--- config.mk ---
export PLATFORM = sky130hd
export DESIGN_NAME = n_clic_vec
export DESIGN_NICKNAME = d
export VERILOG_FILES = /design/src/rtl/n_clic_vec.sv
export SDC_FILE = /design/constraint.sdc
export NUM_CORES = 1
export LEC_CHECK = 0
export BUFFER_PORTS_ARGS = -buffer_cell sky130_fd_sc_hd__buf_2
export CAP_MARGIN = 20
export CORE_MARGIN = 2
export CORE_UTILIZATION = 39
export CTS_BUF_LIST = sky130_fd_sc_hd__clkbuf_4 sky130_fd_sc_hd__clkbuf_8
export DETAILED_ROUTE_END_ITERATION = 6
export GPL_ROUTABILITY_DRIVEN = 1
export PLACE_DENSITY = 0.58
export SYNTH_ARGS = -nofsm -noshare
export SYNTH_HDL_FRONTEND = slang
export SYNTH_SLANG_ARGS = --single-unit
--- constraint.sdc ---
create_clock -name clk -period 16.6 [get_ports clk]
set_clock_uncertainty 0.1 [all_clocks]
set_input_delay 0.83 -clock clk [delete_from_list [all_inputs] [get_ports clk]]
set_output_delay 0.83 -clock clk [all_outputs]
set_load 0.01 [all_outputs]
--- src/rtl/n_clic_vec.sv ---
// n_clic_vec: vectored interrupt controller with priority-nested preemption.
// Each of VecSize entries has a vector CSR (30-bit ISR word address) and a
// config CSR {prio, enable, pend}. A take pushes the current level onto a
// LIFO stack and raises the level to the winner's priority. mret pops the
// stack to restore the previous level.
// Optional feature: define CLIC_EXT_IRQ_EN so that rising edges on ext_irq
// (through a 2-flop synchroniser plus an edge register) set pend.

module n_clic_vec #(
    parameter int           VecSize   = 8,
    parameter int           PrioWidth = 3,
    parameter logic [11:0]  VecBase   = 12'hB00,
    parameter logic [11:0]  EntryBase = 12'hB20,
    localparam int          IdWidth   = (VecSize > 1) ? $clog2(VecSize) : 1
) (
    input  logic                 clk,
    input  logic                 reset,
    input  logic                 csr_enable,
    input  logic [11:0]          csr_addr,
    input  logic [1:0]           csr_op,
    input  logic [31:0]          rs1_data,
    output logic [31:0]          csr_rdata,
    input  logic [VecSize-1:0]   ext_irq,
    input  logic                 mret,
    output logic                 irq_take,
    output logic [31:0]          irq_addr,
    output logic [IdWidth-1:0]   irq_id,
    output logic [PrioWidth-1:0] level_out
);

    typedef enum logic [1:0] {
        OP_NONE  = 2'b00,
        OP_WRITE = 2'b01,
        OP_SET   = 2'b10,
        OP_CLEAR = 2'b11
    } csr_op_e;

    localparam int                   StackDepth = 1 << PrioWidth;
    localparam int                   CfgWidth   = PrioWidth + 2;
    localparam logic [PrioWidth-1:0] SpOne      = PrioWidth'(1);

    // Architectural CSR state
    logic [29:0]          vec_q  [VecSize];
    logic [PrioWidth-1:0] prio_q [VecSize];
    logic [VecSize-1:0]   pend_q;
    logic [VecSize-1:0]   en_q;

    // Level stack; strictly increasing nesting means it can never overflow
    logic [PrioWidth-1:0] stack_q [StackDepth];
    logic [PrioWidth-1:0] sp_q;

    // CSR decode and write data
    logic [11:0]        vec_off;
    logic [11:0]        cfg_off;
    logic               csr_wr;
    logic [VecSize-1:0] vec_hit;
    logic [VecSize-1:0] cfg_hit;
    logic [31:0]        csr_wdata;

    // Arbitration result
    logic                 cand_found;
    logic [PrioWidth-1:0] cand_prio;
    logic [IdWidth-1:0]   cand_id;
    logic [29:0]          cand_vec;
    logic [VecSize-1:0]   cand_onehot;

    logic               pop;
    logic               take;
    logic [VecSize-1:0] ext_edge;

    assign vec_off = csr_addr - VecBase;
    assign cfg_off = csr_addr - EntryBase;
    assign csr_wr  = csr_enable && (csr_op_e'(csr_op) != OP_NONE);

    // Read mux and per-entry write strobes; reads always show the pre-write value
    always_comb begin
        // NOTE: every output of a combinational block gets a default first,
        // otherwise paths that do not assign it infer a latch.
        csr_rdata = '0;
        vec_hit   = '0;
        cfg_hit   = '0;
        for (int i = 0; i < VecSize; i++) begin
            if (vec_off == 12'(i)) begin
                csr_rdata  = {2'b00, vec_q[i]};
                vec_hit[i] = csr_wr;
            end
            if (cfg_off == 12'(i)) begin
                csr_rdata  = 32'({prio_q[i], en_q[i], pend_q[i]});
                cfg_hit[i] = csr_wr;
            end
        end
    end

    // Read-modify-write value for the addressed CSR
    always_comb begin
        case (csr_op_e'(csr_op))
            OP_WRITE: csr_wdata = rs1_data;
            OP_SET:   csr_wdata = csr_rdata | rs1_data;
            OP_CLEAR: csr_wdata = csr_rdata & ~rs1_data;
            default:  csr_wdata = csr_rdata;
        endcase
    end

    // Upper write-data bits have no storage behind them
    logic [1:0] unused_wdata;
    assign unused_wdata = csr_wdata[31:30];

    // Pick the highest priority pending+enabled entry above the current level;
    // the strict compare keeps the lowest index on a tie
    always_comb begin
        cand_found  = 1'b0;
        cand_prio   = '0;
        cand_id     = '0;
        cand_vec    = '0;
        cand_onehot = '0;
        for (int i = 0; i < VecSize; i++) begin
            if (pend_q[i] && en_q[i] && (prio_q[i] > level_out) &&
                (!cand_found || (prio_q[i] > cand_prio))) begin
                cand_found  = 1'b1;
                cand_prio   = prio_q[i];
                cand_id     = IdWidth'(i);
                cand_vec    = vec_q[i];
                cand_onehot = '0;
                cand_onehot[i] = 1'b1;
            end
        end
    end

    // mret wins over a take; the cycle after a take is a blackout for the core redirect
    assign pop  = mret && (sp_q != '0);
    assign take = cand_found && !irq_take && !pop;

`ifdef CLIC_EXT_IRQ_EN
    logic [VecSize-1:0] ext_meta_q;
    logic [VecSize-1:0] ext_sync_q;
    logic [VecSize-1:0] ext_prev_q;

    // Two-flop synchroniser followed by an edge-detect register
    always_ff @(posedge clk or negedge reset) begin
        if (!reset) begin
            ext_meta_q <= '0;
            ext_sync_q <= '0;
            ext_prev_q <= '0;
        end else begin
            ext_meta_q <= ext_irq;
            ext_sync_q <= ext_meta_q;
            ext_prev_q <= ext_sync_q;
        end
    end

    assign ext_edge = ext_sync_q & ~ext_prev_q;
`else
    logic unused_ext;
    assign unused_ext = ^ext_irq;
    assign ext_edge   = '0;
`endif

    // CSR registers; later assignments win: external edge > CSR access > take clear
    always_ff @(posedge clk or negedge reset) begin
        // NOTE: sequential state uses non-blocking assignments so every flop
        // samples the pre-edge values regardless of statement order.
        if (!reset) begin
            for (int i = 0; i < VecSize; i++) begin
                vec_q[i]  <= '0;
                prio_q[i] <= '0;
            end
            pend_q <= '0;
            en_q   <= '0;
        end else begin
            for (int i = 0; i < VecSize; i++) begin
                if (take && cand_onehot[i]) begin
                    pend_q[i] <= 1'b0;
                end
                if (vec_hit[i]) begin
                    vec_q[i] <= csr_wdata[29:0];
                end
                if (cfg_hit[i]) begin
                    pend_q[i] <= csr_wdata[0];
                    en_q[i]   <= csr_wdata[1];
                    prio_q[i] <= csr_wdata[CfgWidth-1:2];
                end
                if (ext_edge[i]) begin
                    pend_q[i] <= 1'b1;
                end
            end
        end
    end

    // Take pulse, ISR target, execution level and stack pointer
    always_ff @(posedge clk or negedge reset) begin
        if (!reset) begin
            irq_take  <= 1'b0;
            irq_addr  <= '0;
            irq_id    <= '0;
            level_out <= '0;
            sp_q      <= '0;
        end else begin
            irq_take <= take;
            if (take) begin
                irq_id   <= cand_id;
                irq_addr <= {cand_vec, 2'b00};
            end
            if (pop) begin
                level_out <= stack_q[sp_q - SpOne];
                sp_q      <= sp_q - SpOne;
            end else if (take) begin
                level_out <= cand_prio;
                sp_q      <= sp_q + SpOne;
            end
        end
    end

    // Stack storage written on each take
    always_ff @(posedge clk) begin
        // NOTE: the stack array is not reset; sp_q is, so stale entries are
        // never read before being pushed again.
        if (take) begin
            stack_q[sp_q] <= level_out;
        end
    end

endmodule
# Word level (Yosys, flattened, before mapping)
# Memories as Yosys holds them, arrays and structs flattened.
# Cells that the tools add are included.
[totals] out_inout_bits=71 regBits=320 memories=1 wordCells=235 inputBits=58 ram_bits=24
[mem_list] name="stack_q" depth=8 word_bits=3 rd=1 rd_ports_with_merged_regs=0 write_ports=1 line_no="49" source="logic [PrioWidth-1:0] stack_q [StackDepth];"
[classes] muxes=94 n_eq_ne=17 n_addsub=4 reduce_logical=64 magnitude_cmp=15 bitwise=3
[op_table] cell="two-way mux 30 bit" count=15
[op_table] cell="two-way mux 32 bit" count=9
[op_table] cell="== test 12 x 3 -> 1 bit (second input constant)" count=8
[op_table] cell="one-hot mux 30 bit (3 select lines)" count=1
[op_table] cell="two-way mux 8 bit" count=7
[op_table] cell="two-way mux 3 bit" count=18
[op_table] cell="== test 12 x 2 -> 1 bit (second input constant)" count=4
[op_table] cell="greater-than comparator 3 bit" count=15
[op_table] cell="two-way mux 1 bit" count=44
[op_table] cell="logical AND 1 bit" count=35
[op_table] cell="AND 30 bit" count=1
[op_table] cell="NOT 30 bit" count=1
[op_table] cell="bitwise OR 30 bit" count=1
[op_table] cell="== test 12 x 1 -> 1 bit (second input constant)" count=2
[op_table] cell="zero test 12 bit" count=2
[op_table] cell="subtractor 12 bit (second input constant)" count=2
[op_table] cell="nonzero test 2 bit" count=10
[op_table] cell="zero test 1 bit" count=9
[op_table] cell="logical OR 1 bit" count=7
[op_table] cell="== test 2 bit (second input constant)" count=2
[op_table] cell="adder 3 x 1 -> 3 bit (second input constant)" count=1
[op_table] cell="nonzero test 3 bit" count=1
[op_table] cell="subtractor 3 x 1 -> 3 bit (second input constant)" count=1
[op_table] cell="== test 2 x 1 -> 1 bit (second input constant)" count=1

# Depth between registers and ports, before layout
# Gate-level depths: netlist of run 1.
[depth] depth_word=36 depth_mapped=69 depth_no_buf=62

# Worst setup path after synthesis of run 1
# No wires, ideal clock.
[synth_path] kind="register to register" start="register level_out[1]" end="register pend_q[2]" period_less_slack_ps=11758 setup_time_ps=136 setup_slack_ps=4842 required_ps=16364 t_arrival_ps=11522 path_stages_with_launch=67 path_buffers=8 cell_sequence="dfrtp_1 -> inv_1 -> ha_1 -> nor2b_1 -> o21a_1 -> o21a_1 -> clkbuf_1 -> nand2_1 -> ha_1 -> nor2b_1 -> o21ai_0 -> a32oi_1 -> o211a_1 -> a21oi_1 -> ha_1 -> nor2b_1 -> o21ai_0 -> a32oi_1 -> [... 31 more ...] -> ha_1 -> a21o_1 -> a21oi_1 -> a311oi_1 -> a21oi_2 -> clkbuf_1 -> o211ai_1 -> o21ai_0 -> ha_1 -> nor2b_1 -> o21ai_0 -> a32oi_1 -> a211o_1 -> a21oi_2 -> nand3_1 -> buf_2 -> o41ai_1 -> mux2i_1"
[synth_via] elab_chain_cells=35 elab_cells_between_ends=69 cone_classes="order compare (15); mux (21); reduce/logical (33)"
[synth_rtl] item="start, declared" line_no="28" source="output logic [PrioWidth-1:0] level_out"
[synth_rtl] item="start signal, assigned" line_no="204" source="level_out <= stack_q[sp_q - SpOne];"
[synth_rtl] item="start signal, assigned" line_no="207" source="level_out <= cand_prio;"
[synth_rtl] item="greater-than comparator 3 bit" line_no="117" source="if (pend_q[i] && en_q[i] && (prio_q[i] > level_out) &&"
[synth_rtl] item="logical AND 1 bit" line_no="117"
[synth_rtl] item="two-way mux 3 bit or two-way mux 1 bit (tied branches)" line_no="117"
[synth_rtl] item="greater-than comparator 3 bit or zero test 1 bit (tied branches)" line_no="118" source="(!cand_found || (prio_q[i] > cand_prio))) begin"
[synth_rtl] item="logical OR 1 bit" line_no="118"
[synth_rtl] item="logical AND 1 bit" line_no="117"
[synth_rtl] item="two-way mux 3 bit or two-way mux 1 bit (tied branches)" line_no="117"
[synth_rtl] item="greater-than comparator 3 bit or zero test 1 bit (tied branches)" line_no="118"
[synth_rtl] item="[... 18 more ...]"
[synth_rtl] item="two-way mux 3 bit or two-way mux 1 bit (tied branches)" line_no="117"
[synth_rtl] item="greater-than comparator 3 bit or zero test 1 bit (tied branches)" line_no="118"
[synth_rtl] item="logical OR 1 bit" line_no="118"
[synth_rtl] item="logical AND 1 bit" line_no="117"
[synth_rtl] item="two-way mux 1 bit" line_no="117"
[synth_rtl] item="logical AND 1 bit (2 in a row)" line_no="131" source="assign take = cand_found && !irq_take && !pop;"
[synth_rtl] item="logical AND 1 bit (*)" line_no="171" source="if (take && cand_onehot[i]) begin"
[synth_rtl] item="nonzero test 2 bit (no line) (*)"
[synth_rtl] item="end signal, assigned by index" line_no="178" source="pend_q[i] <= csr_wdata[0];"
[synth_rtl] item="end, declared" line_no="45" source="logic [VecSize-1:0] pend_q;"
# Every way passes the cells marked *; elsewhere a longest branch is shown, timed or not.
# A chain may end at the register's enable or synchronous reset.

# Worst setup path in the final report of run 1
[layout_path] start="register level_out[1]" end="register irq_addr[4]"
[layout_via] elab_chain_cells=33 elab_cells_between_ends=69 cone_classes="order compare (15); mux (23); reduce/logical (31)"
[layout_rtl] item="greater-than comparator 3 bit" line_no="117"
[layout_rtl] item="logical AND 1 bit" line_no="117"
[layout_rtl] item="two-way mux 3 bit or two-way mux 1 bit (tied branches)" line_no="117"
[layout_rtl] item="greater-than comparator 3 bit or zero test 1 bit (tied branches)" line_no="118"
[layout_rtl] item="logical OR 1 bit" line_no="118"
[layout_rtl] item="logical AND 1 bit" line_no="117"
[layout_rtl] item="two-way mux 3 bit or two-way mux 1 bit (tied branches)" line_no="117"
[layout_rtl] item="greater-than comparator 3 bit or zero test 1 bit (tied branches)" line_no="118"
[layout_rtl] item="[... 16 more ...]"
[layout_rtl] item="logical OR 1 bit" line_no="118"
[layout_rtl] item="logical AND 1 bit" line_no="117"
[layout_rtl] item="two-way mux 3 bit or two-way mux 1 bit (tied branches)" line_no="117"
[layout_rtl] item="greater-than comparator 3 bit or zero test 1 bit (tied branches)" line_no="118"
[layout_rtl] item="logical OR 1 bit" line_no="118"
[layout_rtl] item="logical AND 1 bit" line_no="117"
[layout_rtl] item="two-way mux 1 bit" line_no="117"
[layout_rtl] item="logical AND 1 bit (2 in a row)" line_no="131"
[layout_rtl] item="end signal, assigned" line_no="201" source="irq_addr <= {cand_vec, 2'b00};"
[layout_rtl] item="end, declared" line_no="26" source="output logic [31:0] irq_addr,"
# Parallel ways exist; a longest one is shown, timed or not.

==> results.ini, run 1 <==
[synthesis]
yosysTopAreaCellShare_pct = 39.4
synth_cells = 2274
yosysTopAreaCell = dfrtp_1
yosysWarnings = 0
synth_flop_cell = dfrtp_1
synth_cell_type_count = 98
synth_seq_cells = 344
avgSynthCellArea_um2 = 8.94
ys_seq_area_share_pct = 42.9
async_flop_share_pct = 93.0
synth_edf_count = 24
syn-cell-area_mm2 = 0.0203
netlist_top_cells_area = dfrtp_1 39%, nand2_1 7.2%, o21ai_1 5.1%

[sta]
tightestPinTransition_ps = 1190
tns_ps = 0
period_share_pct = 89.4
hold_viol_final = 0
final.min_clock_period_ps = 14840
slew_viol_final = 0
setup_viol = 0
fin_ws_ps = 1760
relSlewSlack_pct = 20.1
fmax_ghz = 0.0674
rsz0062_at_grt = false

[worst_setup_path]
critPathSlowestCell = a21o_2
cp_max_fo = 35
reg2reg_slack_ps = 1760
cpMostUsedCell = ha_1
endpoint = irq_addr[4]$_DFFE_PN0P_
slowest_delay_ps = 890
path_depth = 60
crit_family = compound AO/OA/AOI/OAI gates
crit_arrival_ps = 15290
crit_path_start_kind = register
r2r_end = irq_addr[4]$_DFFE_PN0P_
critPathLaunch = level_out[1]$_DFFE_PN0P_
r2r_cells = 60
critPathKind = reg2reg
r2r-start = level_out[1]$_DFFE_PN0P_
cp_num_buf_inv = 5
end_kind = register
critPathRequiredTime_ps = 17040

[power]
max-vdd-ir-drop_mv = 0.0487
power_leakage_nw = 9.11
power_mw = 1.94
powerDensity_mw_per_mm2 = 84.9

[clock_network]
path_clk_slew_ps = 60
clockBufferDepth = 3
postCtsSetupRepairBufs = 0
cts_buffers = 66
post_cts_resized = 0
worstSkewPairLatency_ps = 660
cts-hold-fix-buffers = 0
cts_tree = done
clockRootBuffer = clkbuf_8
cts-htree-levels = 3
cts.sinks = 344

[status]
violations = design-rule violations
status = finished with violations

[grt]
grt_pass1_vias = 19300
grt_max_degree = 88
globalRouteOverflowTotal = 0
antenna_found_initial = 1
grt_pass1_wl_mm = 119
grtUsageTotal_pct = 29.1

[floorplanning]
dieArea_mm2 = 0.0540
coreArea_mm2 = 0.0514
initial_core_util_pct = 39.5
num_io_pins = 129
die_x_um = 232
die_h_um = 232
num_rows = 83

[route]
wl_mm = 78.9
avgViaCountPerCell = 6.57
drc = 4
drt_pre_antenna_iters = 7
ant_nets = 0
vias = 19900
drt-initial-drc-count = 2773
wl_per_cell_um = 26.0

[placement]
place.gp.congestion = 0.924
place_ws_ps = 2100
numPortBuffers = 114
dpl.hpwl_mm = 46.8

[flow_run]
cap_violations = 0

[min_path]
hold_class = in2async

[layout]
diodes = 0
area_delta_synth_final_pct = 12.1
nets = 2414
drive_above_1_share_pct = 15.4
fill_cells = 5031

[report_power, final]
group | switching, mW | total [mW] | internal [mW]
Clock | 0.389 | 0.892 | 0.503
Sequential | 0.0158 | 0.872 | 0.856
Combinational | 0.116 | 0.171 | 0.0547
Total | 0.521 | 1.94 | 1.41
[metal layers]
layer | vias to the layer above | GRT usage [%] | part of all wire [%]
li1 | 8809 | - | -
met1 | 9668 | 39.4 | 41
met2 | 1160 | 44.0 | 44
met3 | 270 | 7.51 | 10
met4 | 0 | 12.5 | 4.3
met5 | - | 0 | 0
[area by class of cell]
cell class              instances  area, um2  area share [%]
repair buffers                158        911            4.00
multi-input cells            1704      10800            47.5
inverters                      33        124           0.544
clock buffers                 101       1230            5.39
well taps                     680        851            3.73
flip-flops and latches        344       8730            38.3
clock inverters                12        128           0.560
[worst min-delay path by stage]
stage	start	to	cells past startpoint
finish	reset	vec_q[0]$_DFFE_PN0P_	1
global route	reset	vec_q[0]$_DFFE_PN0P_	1
CTS	reset	vec_q[90]$_DFFE_PN0P_	1
detailed placement	vec_q[35]$_DFFE_PN0P_	vec_q[35]$_DFFE_PN0P_	2
global placement	vec_q[211]$_DFFE_PN0P_	vec_q[211]$_DFFE_PN0P_	2
floorplan	vec_q[150]$_DFFE_PN0P_	vec_q[150]$_DFFE_PN0P_	2
[registers in the layout, indices dropped and copies added (netlist names)]
| name | flops |
|---|---|
| irq_take | 1 |
| en_q | 8 |
| vec_q | 240 |
| pend_q | 8 |
| sp_q | 3 |
| prio_q | 24 |
| irq_addr | 30 |
| irq_id | 3 |
| stack_q | 24 |
| level_out | 3 |
[worst reg2reg max path: cells and delay by family, from the launching register on]
family          cells  cell delay (ps)
compound gates     34             8440
fa+ha+maj           8             2150
simple gates       13             2040
buf+inv             5             1490
flops               1              560
[kinds of logic after synthesis]
kind of cell             Yosys count  share of synthesized area, %
buffers and inverters            229                          4.70
flip-flops                       344                          42.9
multiplexers                      18                          1.27
AO/OA/AOI/OAI                    830                          29.2
adder cells (fa/ha/maj)           49                          3.02
XOR/XNOR                           7                         0.302
AND/OR/NAND/NOR                  796                          18.6
other                              1                        0.0184
[metrics by stage]
stage	std cells	utilization [%]	hold WS, ps	cell area [um2]
after floorplan	2277	-	363	20300
after global placement	2919	41.7	390	21400
after detailed placement	2919	41.7	393	21400
after CTS	3032	44.3	106	22800
after global routing	3032	44.3	135	22800
final	3032	44.3	78.6	22800
[cells in the mapped netlist (all sizes together) (5+ instances only)]
library cell / count
xnor2: 6
dfrtp: 320
or3: 6
or2: 8
nor3: 60
o211ai: 6
nor2b: 44
inv: 33
a21oi: 73
o2111ai: 7
a221oi: 34
a311oi: 32
o31ai: 13
a32o: 6
o22ai: 72
o21a: 15
o21ai: 294
mux4: 6
nor2: 68
nand3: 140
clkbuf: 129
mux2i: 10
o32ai: 7
a22oi: 5
nor3b: 32
and2: 8
a31oi: 17
ha: 49
buf: 67
a222oi: 76
a32oi: 42
edfxtp: 24
nand4: 10
nor4: 9
nand2: 390
a41oi: 26
a22o: 28
a211oi: 35
a21o: 9
[layout by cell type, fill, tap and decap left out, types with 19 or more instances in the layout]
| cell | n |
|---|---|
| nand2_1 | 381 |
| clkbuf_4 | 26 |
| buf_4 | 44 |
| a211oi_1 | 34 |
| a311oi_1 | 32 |
| nor2_1 | 60 |
| a22o_1 | 28 |
| inv_1 | 32 |
| o22ai_1 | 71 |
| o21ai_0 | 88 |
| a222oi_1 | 76 |
| a221oi_2 | 19 |
| nand3_1 | 137 |
| dfrtp_1 | 320 |
| nor3_1 | 56 |
| o21ai_1 | 206 |
| a41oi_1 | 23 |
| edfxtp_1 | 24 |
| nor3b_1 | 30 |
| ha_1 | 49 |
| a21oi_1 | 69 |
| a32oi_1 | 42 |
| buf_2 | 113 |
| nor2b_1 | 43 |
| clkbuf_8 | 75 |
Power figures use the tool's default switching activity.
==> run 2: changes to the inputs <==
--- a/config.mk
+++ b/config.mk
@@ -12,6 +12,7 @@
 export CTS_BUF_LIST = sky130_fd_sc_hd__clkbuf_4 sky130_fd_sc_hd__clkbuf_8
 export DETAILED_ROUTE_END_ITERATION = 6
 export GPL_ROUTABILITY_DRIVEN = 1
+export GPL_TIMING_DRIVEN = 0
 export PLACE_DENSITY = 0.58
 export SYNTH_ARGS = -nofsm -noshare
 export SYNTH_HDL_FRONTEND = slang
==> constraint.sdc (replaced) <==
create_clock -name clk -period 16.6 [get_ports clk]
set_clock_uncertainty 0.1 [all_clocks]
set_input_delay 3.32 -clock clk [delete_from_list [all_inputs] [get_ports clk]]
set_output_delay 3.32 -clock clk [all_outputs]
set_load 0.01 [all_outputs]
==> results.ini, run 2 (synthesis gave the netlist of run 1 again) <==
[flow_run]
cap_violations = 0

[sta]
relSlewSlack_pct = 1.01
whs_ps = 401
hold_viol_final = 0
final.min_clock_period_ps = 15670
setup_viol = 0
rsz0062_at_grt = false
period_share_pct = 94.4
tightestPinTransition_ps = 1480
fmax_ghz = 0.0638
slew_viol_final = 0

[layout]
fill_cells = 5044
area_delta_synth_final_pct = 14.4
multiInputGateArea_mm2 = 0.0107
register_area_mm2 = 0.00873
final_cell_mix = 388 x nand2_1, 320 x dfrtp_1, 206 x o21ai_1
drive_above_1_share_pct = 14.6
final_cell_area_mm2 = 0.0233
reg_top3 = vec_q: 240 flops, irq_addr: 30 flops
largest_reg_flops = 240
fin_util_pct = 45.3
regMostFlops = vec_q
nets = 2568
final_common_cell = nand2_1
diodes = 0

[route]
ant_nets = 0
drt_pre_antenna_iters = 7
drt-initial-drc-count = 3660
vias = 21500
avgViaCountPerCell = 6.75
wl_per_cell_um = 29.6
drc = 3
wl_mm = 94.6

[clock_network]
cts-hold-fix-buffers = 0
path_clk_slew_ps = 60
cts_tree = done
worstSkewPairLatency_ps = 670
clockBufferDepth = 3
clockRootBuffer = clkbuf_8
cts.sinks = 344
cts_buffers = 67
cts-htree-levels = 3

[worst_setup_path]
critPathLaunch = level_out[2]$_DFFE_PN0P_
end_kind = register
crit_arrival_ps = 16080
cp_num_buf_inv = 11
critPathSlowestCell = dfrtp_1
crit_family = compound AO/OA/AOI/OAI gates
slowest_delay_ps = 540
r2r-start = level_out[2]$_DFFE_PN0P_
cpMostUsedCell = ha_1
critPathKind = reg2reg
critPathRequiredTime_ps = 17010
reg2reg_slack_ps = 930
crit_path_start_kind = register
cp_max_fo = 10

[placement]
numPortBuffers = 110
place_area_mm2 = 0.0218
dpl.hpwl_mm = 66.4
place.gp.congestion = 0.964

[power]
max-vdd-ir-drop_mv = 0.0576
powerDensity_mw_per_mm2 = 84.1
power_leakage_nw = 9.34
power_mw = 1.96

[grt]
grt_pass1_wl_mm = 139
gr-usage-met2_pct = 52.4
grt_max_degree = 119
globalRouteOverflowTotal = 0
grtUsageTotal_pct = 34.9
antenna_found_initial = 1
gr-usage-met1_pct = 46.4
top_usage_layer = met2
grt_pass1_vias = 21000
grtUsageMet3_pct = 8.48

[floorplanning]
num_io_pins = 129
die_h_um = 232
initial_core_util_pct = 39.5
coreArea_mm2 = 0.0514
num_rows = 83
die_x_um = 232
dieArea_mm2 = 0.0540

[min_path]
hold_class = reg2reg
holdCritStartpoint = irq_id[2]$_DFFE_PN0P_

[status]
violations = design-rule violations
status = finished with violations

-- run 2: changes by cell type in the layout (fill, tap and decap cells not counted), sizes merged --
cell	delta
bufinv	-1
clkinvlp	+3
buf	+23
clkinv	+5
inv	-2
clkbuf	+132
-- run 2: layout make-up --
type | instances | area share [%]
buffer | 195 | 3.60
clock buffer | 103 | 5.45
clock inverter | 17 | 0.500
inverter | 33 | 0.549
multi-input combinational | 1704 | 45.9
sequential | 344 | 37.5
tap | 680 | 3.66
timing repair buffer | 116 | 2.80
-- run 2: final timing paths --
path,endpoint,cells past startpoint
worst min-delay path,irq_id[2]$_DFFE_PN0P_,1
max in group asynchronous,vec_q[100]$_DFFE_PN0P_,2
worst max register to register,pend_q[1]$_DFFE_PN0P_,64
min in group asynchronous,prio_q[21]$_DFFE_PN0P_,1
worst min register to register,irq_id[2]$_DFFE_PN0P_,1
worst max-delay path,pend_q[1]$_DFFE_PN0P_,64
-- run 2: through the flow --
stage	TNS (ps)	std cells	setup slack [ps]
6_report	0	3192	930
4_1_cts	0	3191	155
3_3_place_gp	-12700	3067	-524
2_1_floorplan	0	2277	4840
3_5_place_dp	-18660	3071	-695
5_1_grt	0	3192	140
-- run 2: what timing repair did --
item | CTS | global route
buffers inserted | 0 | 2
resized for setup | 3 | 18
endpoints found under the setup margin | 37 | 42
-- run 2: layer usage --
layer | up-vias | wire [um]
met2 | 1559 | 41400
met5 | - | 25
met3 | 337 | 10600
met1 | 10500 | 37600
met4 | 4 | 4970
li1 | 9125 | -
-- run 2: report_power, final --
part,internal (mW),switching (mW)
logic,0.0558,0.122
clock network,0.502,0.402
registers,0.856,0.0182
